$ cat config.mk
export PLATFORM = sky130hd
export DESIGN_NAME = cache_miss_ctrl
export DESIGN_NICKNAME = d
export VERILOG_FILES = /design/src/rtl/cache_miss_ctrl.sv
export SDC_FILE = /design/constraint.sdc
export NUM_CORES = 1
export LEC_CHECK = 0
export CORE_ASPECT_RATIO = 0.6
export CORE_MARGIN = 1
export CORE_UTILIZATION = 64
export DETAILED_ROUTE_END_ITERATION = 8
export DONT_BUFFER_PORTS = 1
export PLACE_DENSITY = 0.79
export SYNTH_ARGS = -nofsm -noshare
export SYNTH_HDL_FRONTEND = slang
export SYNTH_SLANG_ARGS = --single-unit
$ cat constraint.sdc
create_clock -name i_clk -period 2.2 [get_ports i_clk]
set_clock_uncertainty 0.05 [all_clocks]
set_input_delay 0.66 -clock i_clk [delete_from_list [all_inputs] [get_ports i_clk]]
set_output_delay 0.66 -clock i_clk [all_outputs]
set_load 0.01 [all_outputs]
$ cat src/rtl/cache_miss_ctrl.sv
// Request controller in front of a 4-line x 4-word direct-mapped cache.
// Read misses fill the whole line from memory; writes are write-through, no write-allocate.
module cache_miss_ctrl #(
    parameter int DATA_W = 32,
    parameter int CNT_W  = 16
) (
    input  logic              i_clk,
    input  logic              i_rst,
    input  logic              i_cpu_req,
    input  logic              i_cpu_we,
    input  logic [5:0]        i_cpu_addr,
    input  logic [DATA_W-1:0] i_cpu_wdata,
    output logic              o_cpu_done,
    output logic [DATA_W-1:0] o_cpu_rdata,
    output logic              o_cpu_hit,
    output logic              o_busy,
    output logic [5:0]        o_cache_addr,
    output logic [DATA_W-1:0] o_cache_wdata,
    output logic              o_cache_ren,
    output logic              o_cache_wen,
    input  logic              i_cache_hit,
    input  logic [DATA_W-1:0] i_cache_rdata,
    output logic              o_mem_req,
    output logic              o_mem_we,
    output logic [5:0]        o_mem_addr,
    output logic [DATA_W-1:0] o_mem_wdata,
    input  logic              i_mem_ack,
    input  logic [DATA_W-1:0] i_mem_rdata,
    output logic [CNT_W-1:0]  o_stat_hits,
    output logic [CNT_W-1:0]  o_stat_misses
);

    localparam logic [2:0] S_IDLE     = 3'd0;
    localparam logic [2:0] S_LOOKUP   = 3'd1;
    localparam logic [2:0] S_CHECK    = 3'd2;
    localparam logic [2:0] S_FILL_REQ = 3'd3;
    localparam logic [2:0] S_FILL_WR  = 3'd4;
    localparam logic [2:0] S_WR_CACHE = 3'd5;
    localparam logic [2:0] S_WR_MEM   = 3'd6;
    localparam logic [2:0] S_DONE     = 3'd7;

    logic [2:0]        r_state;
    logic [5:0]        r_addr;
    logic              r_we;
    logic [DATA_W-1:0] r_wdata;
    logic [DATA_W-1:0] r_rdata;
    logic [DATA_W-1:0] r_fill;
    logic              r_hit;
    logic [1:0]        r_wcnt;
    logic [CNT_W-1:0]  r_stat_hits;
    logic [CNT_W-1:0]  r_stat_misses;

    logic [5:0]        w_fill_addr;

    // Line fills always walk words 0..3 of the latched line, independent of the requested offset.
    assign w_fill_addr = {r_addr[5:2], r_wcnt};

    always_ff @(posedge i_clk) begin
        if (i_rst) begin
            r_state       <= S_IDLE;
            r_addr        <= '0;
            r_we          <= 1'b0;
            r_wdata       <= '0;
            r_rdata       <= '0;
            r_fill        <= '0;
            r_hit         <= 1'b0;
            r_wcnt        <= '0;
            r_stat_hits   <= '0;
            r_stat_misses <= '0;
        end else begin
            case (r_state)
                S_IDLE: begin
                    if (i_cpu_req) begin
                        r_addr  <= i_cpu_addr;
                        r_we    <= i_cpu_we;
                        r_wdata <= i_cpu_wdata;
                        r_rdata <= '0;
                        r_hit   <= 1'b0;
                        r_state <= S_LOOKUP;
                    end
                end
                S_LOOKUP: begin
                    r_state <= S_CHECK;
                end
                S_CHECK: begin
                    r_hit <= i_cache_hit;
                    if (!r_we) begin
                        if (i_cache_hit) begin
                            r_rdata <= i_cache_rdata;
                            if (r_stat_hits != '1) begin
                                r_stat_hits <= r_stat_hits + CNT_W'(1);
                            end
                            r_state <= S_DONE;
                        end else begin
                            if (r_stat_misses != '1) begin
                                r_stat_misses <= r_stat_misses + CNT_W'(1);
                            end
                            r_wcnt  <= '0;
                            r_state <= S_FILL_REQ;
                        end
                    end else begin
                        r_state <= i_cache_hit ? S_WR_CACHE : S_WR_MEM;
                    end
                end
                S_FILL_REQ: begin
                    if (i_mem_ack) begin
                        r_fill <= i_mem_rdata;
                        if (r_wcnt == r_addr[1:0]) begin
                            r_rdata <= i_mem_rdata;
                        end
                        r_state <= S_FILL_WR;
                    end
                end
                S_FILL_WR: begin
                    if (r_wcnt == 2'd3) begin
                        r_state <= S_DONE;
                    end else begin
                        r_wcnt  <= r_wcnt + 2'd1;
                        r_state <= S_FILL_REQ;
                    end
                end
                S_WR_CACHE: begin
                    r_state <= S_WR_MEM;
                end
                S_WR_MEM: begin
                    if (i_mem_ack) begin
                        r_state <= S_DONE;
                    end
                end
                S_DONE: begin
                    r_state <= S_IDLE;
                end
                default: begin
                    r_state <= S_IDLE;
                end
            endcase
        end
    end

    always_comb begin
        o_cpu_done    = 1'b0;
        o_cpu_rdata   = '0;
        o_cpu_hit     = 1'b0;
        o_cache_addr  = '0;
        o_cache_wdata = '0;
        o_cache_ren   = 1'b0;
        o_cache_wen   = 1'b0;
        o_mem_req     = 1'b0;
        o_mem_we      = 1'b0;
        o_mem_addr    = '0;
        o_mem_wdata   = '0;
        case (r_state)
            S_LOOKUP: begin
                o_cache_ren  = 1'b1;
                o_cache_addr = r_addr;
            end
            S_FILL_REQ: begin
                o_mem_req  = 1'b1;
                o_mem_addr = w_fill_addr;
            end
            S_FILL_WR: begin
                o_cache_wen   = 1'b1;
                o_cache_addr  = w_fill_addr;
                o_cache_wdata = r_fill;
            end
            S_WR_CACHE: begin
                o_cache_wen   = 1'b1;
                o_cache_addr  = r_addr;
                o_cache_wdata = r_wdata;
            end
            S_WR_MEM: begin
                o_mem_req   = 1'b1;
                o_mem_we    = 1'b1;
                o_mem_addr  = r_addr;
                o_mem_wdata = r_wdata;
            end
            S_DONE: begin
                o_cpu_done  = 1'b1;
                o_cpu_hit   = r_hit;
                o_cpu_rdata = r_we ? '0 : r_rdata;
            end
            default: begin
            end
        endcase
    end

    assign o_busy        = (r_state != S_IDLE);
    assign o_stat_hits   = r_stat_hits;
    assign o_stat_misses = r_stat_misses;

endmodule

==> reports/results.tsv, run 1 <==
metric	value	unit
Clock Path Buffers	2	
via count	7153	
fillers	709	
Inserted Clock Buffers	17	
Routed WL	23.4	mm
Initial Util	0.657	
HPWL Detailed	14.9	mm
drc violations	0	
crit-path leading delay family	buffers and inverters	
unrepaired setup endpoints after global routing	yes	
Max H-tree Level	4	
routability cong.	0.887	
Core Area	10600	um^2
GR Util All Layers	0.378	
initial antenna violation count	1	
largest cells by area after synthesis	dfxtp_1 (41%), nand2_1 (8.8%), a221oi_1 (8.2%), a21oi_1 (7.4%), and2_1 (6.9%)	
Layout Nets	1021	
most frequent cell after synthesis	nand2_1	
Die H	82.6	um
TritonCTS clock tree	yes	
WP data required	1.49	ns
Mapped Area	6930	um^2
CP cell instances	buf_8, clkbuf_16, mux2i_1, nor2_1, buf_4	
Max stage delay cell, worst path	dfxtp_4	
CP max FO	8	
Worst VDD drop	0.614	mV
Clock Pin Slew Worst Setup and Hold Paths	0.06	ns
antenna cells	0	
Final WS setup	-0.106	ns
Die Area	11300	um^2
number of synthesized flops with an enable pin	0	
root buf cell	clkbuf_16	
post-route clock period utilization	1.05	
min cycle time layout	2.31	ns
Top FF cell, synth	dfxtp_1	
main combinational cell family by area after synthesis	simple AND/OR/NAND/NOR gates	
Max-Cap Viols	0	
Final setup viols	89	
DRT iter0 DRCs	733	
Crit. End Element	output port	
Post-DP Area	7370	um^2
Yosys top cell area share	0.407	
Worst Tran Pin Value	0.629	ns
WP buf/inv	3	
first-pass iteration count of the detailed router	5	
io pins	255	
Hold Vio Cnt, Final	0	
synthesized instance count	878	
Clock Latency Late Sink	0.42	ns
startpoint types	flip-flop	
Synth cell types	41	
violated checks	negative setup slack	
Layout Utilization	0.804	
fin area	8490	um^2
remaining global-route overflow	0	
sequential share of the synthesized area	0.407	
post-synthesis xor/xnor area fraction	0.00253	
vias per cell	6.74	
post-synthesis compound-gate area fraction	0.193	
Horiz. Die Dim	136	um
row cnt	29	
Post-synth top cells	nand2_1 (162), dfxtp_1 (141), a21oi_1 (103)	
IO Port Bufs	0	
share of layout cells above drive strength 1	0.204	
Post-Synth Simple-Gate Area	0.278	
Post-synth ARST share	0	
mux cell area share after synthesis	0.0527	
largest net degree at the start of global routing	146	
crit path kind	flip-flop to output port	
first-pass GRT wire length	32.1	mm
syn avg cell area	7.90	um^2
TritonCTS Sinks	141	
ANT nets after route	0	
Yosys reg bits	141	
vias in the first global route	6017	
crit path DAT	1.60	ns
Fmax	0.434	GHz
leakage power figure	0.00299	uW
post-synthesis adder-cell area fraction	0.00541	
power per cell area	797	nW/um^2
status	complete, but fails checks	
area delta synth->final	22.5	%
DR WL/cell	22.1	um
Slew Viols, Final	0	
CP max stage delay	0.36	ns
worst slack at placement	0.0550	ns
hold crit path type	input port to flip-flop	
yosys synthesis warning count	0	
Yosys top cell by area	dfxtp_1	
Slew headroom	0.578	
Mapped Nets	989	
## worst register-to-register path: stages, from the launching register on
cell,delay (ns)
dfxtp_4,0.35
buf_8,0.15
buf_4,0.15
nor3b_4,0.20
buf_4,0.19
nand4_1,0.25
or4_1,0.54
a21oi_1,0.14
## registers in the layout, summed over array words and instances, names as in the netlist
name           flops
r_we               1
o_stat_hits       16
r_wcnt             2
r_wdata           32
r_state            3
o_stat_misses     16
r_fill            32
r_addr             6
r_hit              1
r_rdata           32
## per-stage QoR
stage / hold WS (ns) / cells / power, uW / TNS [ns]
floorplan: 0.386 / 878 / 3510 / 0
global placement: 0.388 / 1014 / 3670 / 0
finish: 0.266 / 1062 / 6770 / -4.77
global route: 0.252 / 1062 / 6990 / -9.17
CTS: 0.254 / 1055 / 6660 / -3.59
detailed placement: 0.396 / 1014 / 3720 / 0
## per-layer routing
| layer | GRT usage | wire, um | up-vias |
|---|---|---|---|
| met5 | 0.0324 | 52 | - |
| met1 | 0.481 | 9150 | 3380 |
| met2 | 0.576 | 10500 | 531 |
| li1 | - | - | 3168 |
| met3 | 0.151 | 3060 | 72 |
| met4 | 0.132 | 622 | 2 |
## cells by family (layout without fill, tap and decap cells)
logic type	count (synthesis)	in the layout
AOI/OAI and AO/OA	204	204
and+or+nand+nor	383	383
adders and majority gates	3	3
buffers and inverters	109	154
muxes	36	36
DFF	141	141
xor gates and xnor gates	2	2
## cell usage in the layout, fill, tap and decap left out, types with 6 or more instances in the layout
cell	synthesis	final
nand2_1	162	161
dfxtp_1	141	138
a21oi_1	103	101
buf_4	0	68
a221oi_1	65	64
and2_4	0	40
nor2_1	44	38
inv_1	37	37
and2_1	76	36
mux2i_1	32	29
clkbuf_16	0	19
o31ai_1	17	17
or4_1	17	17
nand3_1	16	16
nand4_1	10	10
o21ai_0	9	9
nand3b_1	7	7
and4_1	7	7
nor3_1	7	6
or3_1	6	6
buf_12	0	6
## report_power, final
part	switching (uW)	internal (uW)	total, uW
registers	153	2740	2890
clock network	1150	1790	2940
logic	546	393	939
total	1850	4920	6770
## repair_timing
| action | CTS | global route |
|---|---|---|
| buffers inserted | 7 | 4 |
| hold buffers | 0 | 0 |
| endpoints found under the setup margin | 101 | 115 |
| pin swaps | 17 | 20 |
| gates resized for setup | 66 | 30 |
| gates cloned | 2 | 3 |
## cell type report
| cell class | instances | area [um^2] | share of cell area |
|---|---|---|---|
| clock inverter | 13 | 166 | 0.0196 |
| tap | 139 | 174 | 0.0205 |
| inverter | 37 | 139 | 0.0164 |
| timing repair buffer | 85 | 822 | 0.0968 |
| clock buffer | 19 | 433 | 0.0510 |
| sequential | 141 | 2830 | 0.334 |
| multi-input combinational | 628 | 3920 | 0.462 |
## final timing paths
kind / from / to / slack [ns] / depth (start not counted)
max: r_state[0]$_SDFFE_PP0P_ / o_cache_wdata[15] / -0.11 / 5
min: i_rst / r_we$_SDFFE_PP0P_ / 0.27 / 1
max reg2reg: r_state[0]$_SDFFE_PP0P_ / o_stat_hits[15]$_SDFFE_PP0P_ / 0.12 / 7
min reg2reg: r_fill[26]$_SDFFE_PP0P_ / r_fill[26]$_SDFFE_PP0P_ / 0.41 / 2
No activity file was read; power rests on OpenSTA's default activity.
==> run 2: changes to the inputs <==
--- a/config.mk
+++ b/config.mk
@@ -7,10 +7,10 @@
 export LEC_CHECK = 0
 export CORE_ASPECT_RATIO = 0.6
 export CORE_MARGIN = 1
-export CORE_UTILIZATION = 64
+export CORE_UTILIZATION = 65
 export DETAILED_ROUTE_END_ITERATION = 8
 export DONT_BUFFER_PORTS = 1
-export PLACE_DENSITY = 0.79
+export PLACE_DENSITY = 0.8
 export SYNTH_ARGS = -nofsm -noshare
 export SYNTH_HDL_FRONTEND = slang
 export SYNTH_SLANG_ARGS = --single-unit
==> constraint.sdc (replaced) <==
create_clock -name i_clk -period 2.89 [get_ports i_clk]
set_clock_uncertainty 0.05 [all_clocks]
set_input_delay 0.867 -clock i_clk [delete_from_list [all_inputs] [get_ports i_clk]]
set_output_delay 0.867 -clock i_clk [all_outputs]
set_load 0.01 [all_outputs]
==> reports/results.tsv, run 2 (same netlist as run 1, synthesis figures left out) <==
metric	value	unit
io pins	255	
reg2reg setup slack	0.23	ns
CP cell instances	nand2_1, nor2_2, buf_4, and2_1	
Clock Pin Slew Worst Setup and Hold Paths	0.06	ns
Worst VDD drop	0.489	mV
Hold Vio Cnt, Final	0	
root buf cell	clkbuf_16	
vias in the first global route	5901	
TritonCTS clock tree	yes	
crit path kind	flip-flop to output port	
min cycle time layout	2.79	ns
post-route insts no fill	1028	
Slew Viols, Final	0	
Die H	82.0	um
Final setup viols	0	
Layout Nets	991	
first-pass iteration count of the detailed router	6	
unrepaired setup endpoints after global routing	no	
Max H-tree Level	4	
Core Area	10100	um^2
routability cong.	0.903	
Clock Path Buffers	2	
largest net degree at the start of global routing	146	
ANT nets after route	0	
Inserted Clock Buffers	17	
post-route clock period utilization	0.965	
Setup Buffers After CTS	0	
DRT iter0 DRCs	682	
Initial Util	0.685	
Worst Tran Pin Value	1.08	ns
hold slack	0.408	ns
status	finished, final reports clean	
first-pass GRT wire length	31.7	mm
Clock Latency Late Sink	0.42	ns
area delta synth->final	13.5	%
TritonCTS Sinks	141	
crit path DAT	1.87	ns
most common cell after layout, fill and taps aside	nand2_1	
share of layout cells above drive strength 1	0.109	
setup TNS	0	ns
GR Util All Layers	0.375	
hold crit path type	flip-flop to flip-flop	
DR WL/cell	20.9	um
most frequent cells in the layout	nand2_1 (162), dfxtp_1 (139), a21oi_1 (103), and2_1 (76), a221oi_1 (65)	
Routed WL	21.5	mm
leakage power figure	0.00272	uW
Slew headroom	0.281	
via count	6834	
Largest regs	r_fill x32, r_rdata x32, r_wdata x32	
CP max stage delay	0.51	ns
Max-Cap Viols	0	
Max stage delay cell, worst path	dfxtp_2	
Fmax	0.359	GHz
IO Port Bufs	0	
placed cell count	996	
power per cell area	639	nW/um^2
Die Area	11100	um^2
WP data required	1.97	ns
initial antenna violation count	0	
startpoint types	flip-flop	
CP max FO	16	
vias per cell	6.65	
remaining global-route overflow	0	
hold path depth	2	
Layout Utilization	0.777	
drc violations	0	
row cnt	28	
antenna cells	0	
HPWL Detailed	14.8	mm
R2R cell count	5	
Horiz. Die Dim	135	um
Crit. End Element	output port	
## run 2: timing repair
action / CTS / global route
resized for setup: 0 / 1
setup endpoints to repair: 0 / 32
hold buffers: 0 / 0
## run 2: power by group
part           switching (uW)  internal, uW  leakage [uW]
sequential                118          2090       0.00115
clock                     863          1380      0.000290
combinational             356           223       0.00128
total                    1340          3690       0.00272
## run 2: routing by layer
| metal | vias to the layer above | global-route usage | wire length (um) |
|---|---|---|---|
| met5 | - | 0 | 0 |
| met4 | 0 | 0.154 | 500 |
| met2 | 464 | 0.591 | 9660 |
| met3 | 46 | 0.100 | 2420 |
| li1 | 3105 | - | - |
| met1 | 3219 | 0.491 | 8870 |
## run 2: metrics by stage
step	total power, uW	cell area (um^2)	worst slack [ns]
6_report	5030	7870	0.101
5_1_grt	5200	7870	0.0245
4_1_cts	5020	7870	0.0231
3_5_place_dp	2800	7260	0.390
3_3_place_gp	2770	7260	0.514
2_1_floorplan	2670	6930	0.534
## run 2: area by class of cell
| type | instances | area [um^2] |
|---|---|---|
| flip-flops and latches | 141 | 2830 |
| multi-input cells | 628 | 3700 |
| inverters | 37 | 139 |
| clock inverters | 13 | 166 |
| well taps | 135 | 169 |
| fillers | 711 | 2260 |
| clock buffers | 19 | 443 |
| repair buffers | 55 | 425 |
## run 2: final timing paths
path	start	endpoint
worst max-delay path	r_state[2]$_SDFFE_PP0P_	o_mem_wdata[0]
worst min-delay path	r_rdata[21]$_SDFFE_PP0P_	r_rdata[21]$_SDFFE_PP0P_
worst max register to register	r_state[1]$_SDFFE_PP0P_	o_stat_misses[13]$_SDFFE_PP0P_
worst min register to register	r_rdata[21]$_SDFFE_PP0P_	r_rdata[21]$_SDFFE_PP0P_
## run 2: worst max-delay path: cells and delay by family (launching register included)
kind,cells,cell delay [ns]
simple gates,3,0.69
flops,1,0.51
buf+inv,1,0.25
==> run 3: changes to the inputs <==
--- a/config.mk
+++ b/config.mk
@@ -5,6 +5,7 @@
 export SDC_FILE = /design/constraint.sdc
 export NUM_CORES = 1
 export LEC_CHECK = 0
+export ABC_CLOCK_PERIOD_IN_PS = 2890
 export CORE_ASPECT_RATIO = 0.6
 export CORE_MARGIN = 1
 export CORE_UTILIZATION = 65
==> results of run 3 <==
The final DEF is identical to that of run 2; final timing and power are the same.
